`config.mk`:
```
export PLATFORM = sky130hd
export DESIGN_NAME = hs_dpath_pipe_ce_ctrl
export DESIGN_NICKNAME = d
export VERILOG_FILES = /design/src/rtl/hs_dpath_pkg.sv /design/src/rtl/hs_dpath_sat_cnt.sv /design/src/rtl/hs_dpath_pipe_ce_ctrl.sv
export SDC_FILE = /design/constraint.sdc
export NUM_CORES = 1
export LEC_CHECK = 0
export BUFFER_PORTS_ARGS = -buffer_cell sky130_fd_sc_hd__buf_4
export CAP_MARGIN = 20
export CORE_AREA = 2 2 39 41
export DETAILED_ROUTE_END_ITERATION = 6
export DIE_AREA = 0 0 41 43
export GPL_ROUTABILITY_DRIVEN = 0
export SLEW_MARGIN = 25
export SYNTH_ARGS = -nofsm -noshare
export SYNTH_HDL_FRONTEND = slang
export SYNTH_SLANG_ARGS = --single-unit
```
`constraint.sdc`:
```
create_clock -name clk -period 2.7 [get_ports clk]
set_clock_uncertainty 0.1 [all_clocks]
set_input_delay 0.54 -clock clk [delete_from_list [all_inputs] [get_ports clk]]
set_output_delay 0.54 -clock clk [all_outputs]
set_load 0.03 [all_outputs]
```
`src/rtl/hs_dpath_pkg.sv`:
```
// Shared types and helpers for the hs_dpath valid/ready CE controller.
//   perf_cnt_t : 32-bit performance counter type
//   occ_width  : bit width able to hold an occupancy count of 0..stages
package hs_dpath_pkg;

  typedef logic [31:0] perf_cnt_t;

  function automatic int unsigned occ_width(input int unsigned stages);
    return $clog2(stages + 1);
  endfunction

endpackage

```
`src/rtl/hs_dpath_sat_cnt.sv`:
```
// Saturating up-counter with synchronous clear.
// Ports:
//   clk : clock
//   inc : count enable, ignored once the counter sits at all-ones
//   clr : synchronous clear, has priority over inc
//   cnt : registered count value
module hs_dpath_sat_cnt #(
  parameter int unsigned WIDTH = 32
) (
  input  logic             clk,
  input  logic             inc,
  input  logic             clr,
  output logic [WIDTH-1:0] cnt
);

  logic [WIDTH-1:0] r_cnt;

  always_ff @(posedge clk) begin
    if (clr) begin
      r_cnt <= '0;
    end else if (inc && (r_cnt != '1)) begin
      r_cnt <= r_cnt + 1'b1;
    end
  end

  assign cnt = r_cnt;

endmodule

```
`src/rtl/hs_dpath_pipe_ce_ctrl.sv`:
```
// Valid/ready flow controller producing per-stage clock enables for a
// tapped-CE shift register of STAGES stages. One valid bit per stage; a stage
// loads whenever it is empty or its contents move on, so bubbles collapse.
// Ports:
//   clk, rst         : clock, synchronous active-high reset
//   flush            : synchronous flush, drops all in-flight beats
//   in_valid/in_ready: upstream handshake (data on shift register din)
//   out_valid/out_ready: downstream handshake (data on last stage dout)
//   ce[STAGES]       : per-stage clock enables, ce[0] loads din
//   stage_valid[STAGES]: registered per-stage valid bits
//   occupancy        : registered count of valid stages
// Optional feature macro HS_DPATH_PIPE_CE_PERF_EN adds:
//   perf_stall_cnt   : saturating count of cycles with out_valid & !out_ready
//   perf_bubble_cnt  : saturating count of cycles with !out_valid & occupancy!=0
module hs_dpath_pipe_ce_ctrl
  import hs_dpath_pkg::*;
#(
  parameter int unsigned STAGES = 3
) (
  input  logic                         clk,
  input  logic                         rst,
  input  logic                         flush,
  input  logic                         in_valid,
  output logic                         in_ready,
  output logic                         out_valid,
  input  logic                         out_ready,
  output logic                         ce          [STAGES],
  output logic                         stage_valid [STAGES],
  output logic [occ_width(STAGES)-1:0] occupancy
`ifdef HS_DPATH_PIPE_CE_PERF_EN
  ,
  output perf_cnt_t                    perf_stall_cnt,
  output perf_cnt_t                    perf_bubble_cnt
`endif
);

  localparam int unsigned OW = occ_width(STAGES);

  logic          r_valid [STAGES];
  logic [OW-1:0] r_occ;
  logic          w_rdy   [STAGES];
  logic          w_src   [STAGES];
  logic          w_in_xfer;
  logic          w_out_xfer;

  // Ready ripples from the output end back towards the input: a stage can
  // take new data if it is empty or anything downstream of it can move.
  for (genvar g = 0; g < STAGES; g++) begin : g_stage
    if (g == 0) begin : g_src_in
      assign w_src[g] = in_valid;
    end else begin : g_src_prev
      assign w_src[g] = r_valid[g-1];
    end

    if (g == STAGES - 1) begin : g_rdy_last
      assign w_rdy[g] = !r_valid[g] | out_ready;
    end else begin : g_rdy_mid
      assign w_rdy[g] = !r_valid[g] | w_rdy[g+1];
    end

    assign ce[g]          = w_rdy[g] & w_src[g] & !flush;
    assign stage_valid[g] = r_valid[g];
  end

  assign in_ready   = w_rdy[0] & !flush;
  assign out_valid  = r_valid[STAGES-1];
  assign w_in_xfer  = in_valid & in_ready;
  assign w_out_xfer = out_valid & out_ready;

  always_ff @(posedge clk) begin
    if (rst || flush) begin
      for (int unsigned i = 0; i < STAGES; i++) begin
        r_valid[i] <= 1'b0;
      end
      r_occ <= '0;
    end else begin
      for (int unsigned i = 0; i < STAGES; i++) begin
        if (w_rdy[i]) begin
          r_valid[i] <= w_src[i];
        end
      end
      r_occ <= r_occ + OW'(w_in_xfer) - OW'(w_out_xfer);
    end
  end

  assign occupancy = r_occ;

`ifdef HS_DPATH_PIPE_CE_PERF_EN
  logic w_perf_clr;
  logic w_stall;
  logic w_bubble;

  assign w_perf_clr = rst | flush;
  assign w_stall    = out_valid & !out_ready;
  assign w_bubble   = !out_valid & (r_occ != '0);

  hs_dpath_sat_cnt #(.WIDTH(32)) u_stall_cnt (
    .clk (clk),
    .inc (w_stall),
    .clr (w_perf_clr),
    .cnt (perf_stall_cnt)
  );

  hs_dpath_sat_cnt #(.WIDTH(32)) u_bubble_cnt (
    .clk (clk),
    .inc (w_bubble),
    .clr (w_perf_clr),
    .cnt (perf_bubble_cnt)
  );
`endif

endmodule
```
==> impl_metrics.ini, run 1 <==
[setup_path]
cp-start-kind = flip-flop
criticalPathCategory = flip-flop to flip-flop
path_cells = and4b_4, or3b_1, ha_1, inv_1, ha_1, xnor3_1, nor3_1
r2r-end = occupancy[1]$_SDFF_PP0_
cp-end-kind = flip-flop
critPathMaxFanout = 5
reg2reg_slack_ns = 0.68
rr_worst_depth = 7
cp.required_ns = 2.77
crit_slowest_cell = edfxtp_1
cpPeakStageDelay_ns = 0.44
critical_path_arrival_ns = 2.09
path_common_cell = ha_1
r2r_start = r_valid[0][0]$_SDFFCE_PN0P_

[clock_tree]
post_cts_resized = 0
clk_pin_slew_ns = 0.05
cts_buffers = 3
clkLatencyLatePin_ns = 0.24
ctsHoldBuffers = 0
clockBufferDepth = 2
postCtsSetupBuffers = 0
root_buffer = clkbuf_4
cts.sinks = 5
cts_tree = yes
cts_max_level = 1

[placement]
port_buffers = 14
dp.cells = 58

[sta]
clock.fmax_ghz = 0.494
finalCritPeriodShare_pct = 74.9
worst_pin_slew_ns = 0.334
finalHoldViolCount = 0
setup_tns_ns = 0
rsz0062_at_grt = false
relSlewSlack_pct = 77.6
setup_viol = 0
period_needed_ns = 2.02
slew_violations = 0

[hold_path]
min_path_type = primary input to flip-flop
min_from = rst
hold_path_end = occupancy[1]$_SDFF_PP0_
min_path_cells = 2

[power]
p_leak_nw = 0.219
p_comb_share_pct = 14.3
sw_frac_of_total_pct = 24.2
p_seq_share_pct = 42.2
p_sw_mw = 0.0481
power.internal_mw = 0.151
power_density_mw_per_mm2 = 429
p_clk_share_pct = 43.6
vdd_drop_max_v = 0.000215

[job]
maxCapViolations = 0

[finish]
fin_cells = 62
fin_nets = 54
area_growth_pct = 42.9
drive_gt1_share_pct = 41.3
antenna_cells = 0

[global_routing]
grt_max_degree = 9
grt_overflow = 0
grt_pass1_vias = 255
antenna_found_initial = 0
track_usage_pct = 9.05
grt_pass1_wl_um = 1000

[detailed_routing]
avgRoutedWirePerCell_um = 9.48
finalWirelength_um = 588
drtIter0Drc = 2
drtAntennaViolNets = 0
viasPerCell = 4.39
drc = 0
vias = 272
firstDrtPassIters = 3

[floorplanning]
die_y_um = 43
core_area_mm2 = 0.00138
rows = 14
ioPinCount = 15
start_util_pct = 23.4
die_w_um = 41
dieArea_mm2 = 0.00176

[yosys]
synth-seq-cells = 5
yosysSeqAreaShare_pct = 40.2
synth.avg_cell_area_um2 = 10.8
yosys_warnings = 0
ys_types = 17
netlist_area_um2 = 324
syn-num-nets = 37
syn_inst = 30

[run_status]
status = completed
[power by group through the flow]
stage | clock [mW] | sequential, mW | combinational (mW)
after floorplan | 0 | 0.0883 | 0.0130
after global placement | 0 | 0.0853 | 0.0286
after detailed placement | 0 | 0.0852 | 0.0286
after CTS | 0.0894 | 0.0838 | 0.0287
after global routing | 0.0952 | 0.0840 | 0.0310
final | 0.0866 | 0.0838 | 0.0283
[cell families (layout without fill, tap and decap cells)]
kind of cell    after synthesis  in the layout  share of synthesized area (%)
simple gates                 17             17                           34.4
flops                         5              5                           40.2
compound gates                1              1                           4.63
fa+ha+maj                     2              2                           7.72
buf+inv                       4             20                           6.18
xor+xnor                      1              1                           6.95
[Yosys cell counts (all sizes together)]
library cell | instances | share of area (%)
and3b | 3 | 8.1
edfxtp | 3 | 28
nand2 | 3 | 3.5
and2 | 2 | 3.9
buf | 2 | 3.9
dfxtp | 2 | 12
ha | 2 | 7.7
inv | 2 | 2.3
nor2 | 2 | 2.3
nor3 | 2 | 3.1
nor3b | 2 | 4.6
a2111oi | 1 | 4.6
and4b | 1 | 4.2
nor2b | 1 | 1.9
or3b | 1 | 2.7
xnor3 | 1 | 6.9
[worst max-delay path: cells and delay by family, from the launching register on]
family,cells,cell delay (ns)
xor gates and xnor gates,1,0.20
adders and majority gates,2,0.41
buffers and inverters,1,0.06
DFF,1,0.44
and+or+nand+nor,3,0.73
[metal layers]
metal  GRT usage [%]  share of wire (%)  up-vias
met5               0                  0        -
met2            11.9                 45       12
met4            8.00                3.1        0
li1                -                  -      138
met3            5.24                9.9        4
met1            9.71                 42      118
[cells in the final DEF, fill, tap and decap left out]
cell type and instances:
inv_1 2, clkbuf_1 1, nor3_1 2, a2111oi_2 1
and4b_4 1, nor3b_1 2, nand2_1 3, edfxtp_1 3
and2_1 2, and3b_1 3, or3b_1 1, nor2b_1 1
buf_4 14, ha_1 2, dfxtp_1 2, nor2_1 2
clkbuf_4 3, xnor3_1 1
[how the worst max path moves through the flow]
| stage | from | endpoint | depth (start not counted) |
|---|---|---|---|
| global placement | out_ready | occupancy[1]$_SDFF_PP0_ | 8 |
| detailed placement | out_ready | occupancy[1]$_SDFF_PP0_ | 8 |
| global route | r_valid[0][0]$_SDFFCE_PN0P_ | occupancy[1]$_SDFF_PP0_ | 7 |
| finish | r_valid[0][0]$_SDFFCE_PN0P_ | occupancy[1]$_SDFF_PP0_ | 7 |
| CTS | r_valid[0][0]$_SDFFCE_PN0P_ | occupancy[1]$_SDFF_PP0_ | 7 |
| floorplan | r_valid[0][0]$_SDFFCE_PN0P_ | ce[2] | 2 |
[cell type report]
class,count,area [um2]
Sequential cell,5,130
Multi-Input combinational cell,21,174
Inverter,2,7.51
Clock buffer,4,26.3
Timing Repair Buffer,14,105
Fill cell,146,921
Tap cell,16,20.0
[sequential cells by signal, indices dropped and copies added, names as in the netlist]
name / flops
r_valid: 3
occupancy: 2
[per-stage QoR]
step	cell area [um2]	setup WS (ns)	hold slack, ns	util [%]	power (mW)
floorplan	324	0.486	0.517	-	0.101
global placement	437	0.545	0.470	31.6	0.114
detailed placement	437	0.512	0.484	31.6	0.114
CTS	463	0.663	0.380	33.5	0.202
global route	463	0.559	0.385	33.5	0.210
finish	463	0.677	0.385	33.5	0.199
Note: power is estimated with default switching activity, not from simulation.
==> run 2, diff against run 1 <==
==> constraint.sdc (replaced) <==
create_clock -name clk -period 2 [get_ports clk]
set_clock_uncertainty 0.1 [all_clocks]
set_input_delay 0.4 -clock clk [delete_from_list [all_inputs] [get_ports clk]]
set_output_delay 0.4 -clock clk [all_outputs]
set_load 0.03 [all_outputs]
==> impl_metrics.ini, run 2 (synthesis results as in run 1) <==
[run_status]
status = completed

[floorplanning]
dieArea_mm2 = 0.00176
start_util_pct = 23.4
die_w_um = 41
die_y_um = 43
rows = 14
core_area_mm2 = 0.00138
ioPinCount = 15

[power]
power_density_mw_per_mm2 = 509
p_sw_mw = 0.0656
p_seq_share_pct = 40.9
p_comb_share_pct = 17.6
sw_frac_of_total_pct = 23.8
p_leak_nw = 0.249
power.internal_mw = 0.210
vdd_drop_max_v = 0.000234
p_clk_share_pct = 41.4

[job]
maxCapViolations = 0

[setup_path]
cp-start-kind = flip-flop
critPathCapture = occupancy[1]$_SDFF_PP0_
r2r_start = r_valid[0][2]$_SDFFCE_PN0P_
cp-end-kind = flip-flop
reg2reg_slack_ns = 0.02
cp.required_ns = 2.06
critical_path_arrival_ns = 2.04
rr_worst_depth = 7
r2r-end = occupancy[1]$_SDFF_PP0_
criticalPathCategory = flip-flop to flip-flop
cp-startpoint = r_valid[0][2]$_SDFFCE_PN0P_
critPathMaxFanout = 2

[finish]
regMostFlops = r_valid
final_util_pct = 39.1
layout_common_cells = buf_4 (20), and3b_1 (3), nand2_1 (3), clkbuf_4 (3), edfxtp_1 (3)
fillers = 140
largest_reg_flops = 3
fin_cells = 68
layout_commonest_cell = buf_4
drive_gt1_share_pct = 57.7
seqCellArea_um2 = 130
multi_input_area_um2 = 206
area_growth_pct = 66.8
fin_nets = 60
antenna_cells = 0

[detailed_routing]
firstDrtPassIters = 4
avgRoutedWirePerCell_um = 10.6
finalWirelength_um = 718
vias = 299
viasPerCell = 4.40
drtAntennaViolNets = 0
drc = 0
drtIter0Drc = 6

[sta]
worst_pin_slew_ns = 0.319
setup_ws_ns = 0.0176
finalCritPeriodShare_pct = 99.1
period_needed_ns = 1.98
rsz0062_at_grt = true
slew_violations = 0
finalHoldViolCount = 0
relSlewSlack_pct = 78.7
setup_viol = 0
clock.fmax_ghz = 0.504

[placement]
post-place-ws_ns = -0.0374
dp.cells = 64
port_buffers = 14
dp_hpwl_um = 557

[global_routing]
grt_overflow = 0
gr-max-usage-layer = met2
track_usage_pct = 8.99
grt_pass1_wl_um = 1040
met3_usage_pct = 1.57
met2_usage_pct = 12.2
grt_max_degree = 8
antenna_found_initial = 0
globalRouteMet1Util_pct = 11.5
grt_pass1_vias = 264

[hold_path]
min_from = rst
min_path_type = primary input to flip-flop
min_path_cells = 2

[clock_tree]
cts_max_level = 1
root_buffer = clkbuf_4
clockBufferDepth = 2
clk_pin_slew_ns = 0.04
ctsHoldBuffers = 0
cts_buffers = 3
cts.sinks = 5
cts_tree = yes
clkLatencyLatePin_ns = 0.24
## run 2: cell types whose count changed in the layout (fill, tap and decap cells not counted), sizes merged
cell  before  now
buf       14   20
## run 2: per-stage QoR
| step | setup TNS (ns) | cell area (um2) | power (mW) | hold slack (ns) |
|---|---|---|---|---|
| final | 0 | 541 | 0.275 | 0.251 |
| after CTS | 0 | 513 | 0.277 | 0.245 |
| after global routing | -0.0839 | 541 | 0.292 | 0.247 |
| after detailed placement | -0.0374 | 487 | 0.159 | 0.469 |
| after floorplan | -0.240 | 329 | 0.137 | 0.377 |
| after global placement | -0.0290 | 487 | 0.159 | 0.474 |
## run 2: power by group through the flow
stage / clock network (mW) / registers (mW) / logic, mW
3_5_place_dp: 0 / 0.114 / 0.0449
4_1_cts: 0.119 / 0.112 / 0.0452
6_report: 0.114 / 0.113 / 0.0486
3_3_place_gp: 0 / 0.114 / 0.0450
5_1_grt: 0.127 / 0.113 / 0.0525
2_1_floorplan: 0 / 0.119 / 0.0180
## run 2: worst min-delay path by stage
stage / to / slack, ns
detailed placement: occupancy[0]$_SDFF_PP0_ / 0.47
global route: occupancy[1]$_SDFF_PP0_ / 0.25
CTS: occupancy[1]$_SDFF_PP0_ / 0.24
global placement: occupancy[0]$_SDFF_PP0_ / 0.47
floorplan: occupancy[1]$_SDFF_PP0_ / 0.38
finish: occupancy[1]$_SDFF_PP0_ / 0.25
## run 2: timing repair
item	in CTS	in global routing
gates resized for setup	0	5
buffers inserted	0	0
setup endpoints to repair	0	1
## run 2: area by class of cell
type | instances | area share [%]
inverter | 2 | 1.39
timing repair buffer | 20 | 27.8
multi-input combinational | 21 | 38.2
tap | 16 | 3.70
sequential | 5 | 24.1
clock buffer | 4 | 4.86
## run 2: metal layers
layer / part of all wire [%] / wire length, um
met4: 0 / 0
met5: 0 / 0
met1: 48 / 342
met2: 42 / 301
met3: 10 / 74
## run 2: worst max-delay path, stage by stage, from the launching register on
cell and delay [ns]:
edfxtp_1 0.38, and4b_4 0.22, or3b_4 0.42, ha_4 0.28
inv_2 0.04, ha_4 0.14, xnor3_1 0.17, nor3_1 0.17
==> run 3, diff against run 2 <==
--- a/config.mk
+++ b/config.mk
@@ -11,6 +11,7 @@
 export DETAILED_ROUTE_END_ITERATION = 6
 export DIE_AREA = 0 0 41 43
 export GPL_ROUTABILITY_DRIVEN = 0
+export REMOVE_ABC_BUFFERS = 1
 export SLEW_MARGIN = 25
 export SYNTH_ARGS = -nofsm -noshare
 export SYNTH_HDL_FRONTEND = slang
==> impl_metrics.ini, run 3 (synthesis results as in run 1) <==
[run_status]
status = completed

[floorplanning]
rows = 14
start_util_pct = 23.4
dieArea_mm2 = 0.00176
die_w_um = 41
ioPinCount = 15
core_area_mm2 = 0.00138
die_y_um = 43

[clock_tree]
root_buffer = clkbuf_4
ctsHoldBuffers = 0
post_cts_resized = 0
cts_buffers = 3
postCtsSetupBuffers = 0
clockBufferDepth = 2
cts.sinks = 5
cts_max_level = 1
cts_tree = yes
clk_pin_slew_ns = 0.05
clkLatencyLatePin_ns = 0.24

[sta]
rsz0062_at_grt = true
setup_ws_ns = 0.0549
slew_violations = 0
finalCritPeriodShare_pct = 97.3
period_needed_ns = 1.95
finalHoldViolCount = 0
relSlewSlack_pct = 75.6
setup_viol = 0
worst_pin_slew_ns = 0.365
clock.fmax_ghz = 0.514

[detailed_routing]
finalWirelength_um = 688
firstDrtPassIters = 2
vias = 293
avgRoutedWirePerCell_um = 10.3
viasPerCell = 4.37
drtAntennaViolNets = 0
drc = 0
drtIter0Drc = 2

[finish]
largest_reg_flops = 3
regMostFlops = r_valid
layout_common_cells = buf_4 (19), and3b_1 (3), nand2_1 (3), clkbuf_4 (3), edfxtp_1 (3)
fin_nets = 59
layout_commonest_cell = buf_4
drive_gt1_share_pct = 49.0
area_growth_pct = 56.0
antenna_cells = 0
fin_cells = 67
postLayoutCellArea_um2 = 505

[setup_path]
crit_slowest_cell = edfxtp_1
path_cells = and4b_4, or3b_1, ha_1, inv_1, ha_1, xnor3_1, nor3_2
critPathMaxFanout = 2
cp.required_ns = 2.07
cp-end-kind = flip-flop
criticalPathCategory = flip-flop to flip-flop
critical_path_arrival_ns = 2.01
cp-start-kind = flip-flop
path_common_cell = ha_1
cpPeakStageDelay_ns = 0.39

[job]
maxCapViolations = 0

[hold_path]
min_path_type = primary input to flip-flop

[placement]
dp.cells = 63
port_buffers = 14
post-place-ws_ns = -0.0170
place_area_um2 = 474
dp_hpwl_um = 574

[global_routing]
grt_overflow = 0
antenna_found_initial = 0
track_usage_pct = 10.6
grt_max_degree = 9
grt_pass1_wl_um = 1160
grt_pass1_vias = 281

[power]
sw_frac_of_total_pct = 24.5
power.internal_mw = 0.206
design_power_total_mw = 0.273
p_clk_share_pct = 42.9
p_leak_nw = 0.247
p_sw_mw = 0.0669
p_seq_share_pct = 41.1
p_comb_share_pct = 16.0
power_density_mw_per_mm2 = 540
vdd_drop_max_v = 0.000330
[run 3: layout make-up]
| cell class | instances | area [um2] |
|---|---|---|
| clock buffers | 4 | 26.3 |
| fillers | 151 | 878 |
| inverters | 2 | 7.51 |
| multi-input cells | 21 | 179 |
| flip-flops and latches | 5 | 130 |
| well taps | 16 | 20.0 |
| repair buffers | 19 | 143 |
[run 3: per-stage QoR]
| stage | util (%) | hold WS, ns | TNS (ns) |
|---|---|---|---|
| final | 36.5 | 0.246 | 0 |
| after global routing | 36.5 | 0.244 | -0.0373 |
| after CTS | 36.2 | 0.234 | 0 |
| after detailed placement | 34.3 | 0.482 | -0.0170 |
| after global placement | 34.3 | 0.473 | 0 |
| after floorplan | - | 0.377 | -0.870 |
[run 3: worst paths after layout]
path | cells past startpoint | from | slack [ns] | to
worst max-delay path | 7 | r_valid[0][0]$_SDFFCE_PN0P_ | 0.05 | occupancy[1]$_SDFF_PP0_
worst min-delay path | 2 | rst | 0.25 | occupancy[1]$_SDFF_PP0_
worst max register to register | 7 | r_valid[0][0]$_SDFFCE_PN0P_ | 0.05 | occupancy[1]$_SDFF_PP0_
worst min register to register | 2 | occupancy[0]$_SDFF_PP0_ | 0.49 | occupancy[0]$_SDFF_PP0_
[run 3: layer usage]
layer,global-route usage [%],wire [um],vias up
li1,-,-,151
met1,13.4,322,129
met2,12.5,302,11
met3,4.71,55,2
met4,10.0,8,0
met5,0,0,-
[run 3: power by group through the flow]
stage                     combinational [mW]  clock, mW  sequential [mW]
after global routing                  0.0479      0.132            0.112
after detailed placement              0.0435          0            0.114
after CTS                             0.0436      0.125            0.112
final                                 0.0436      0.117            0.112
after global placement                0.0434          0            0.114
after floorplan                       0.0147          0            0.120
[run 3: critical path, delay by kind of cell (launching register included)]
family / cells / cell delay (ns)
and+or+nand+nor: 3 / 0.68
xor gates and xnor gates: 1 / 0.22
adders and majority gates: 2 / 0.43
DFF: 1 / 0.39
buffers and inverters: 1 / 0.06
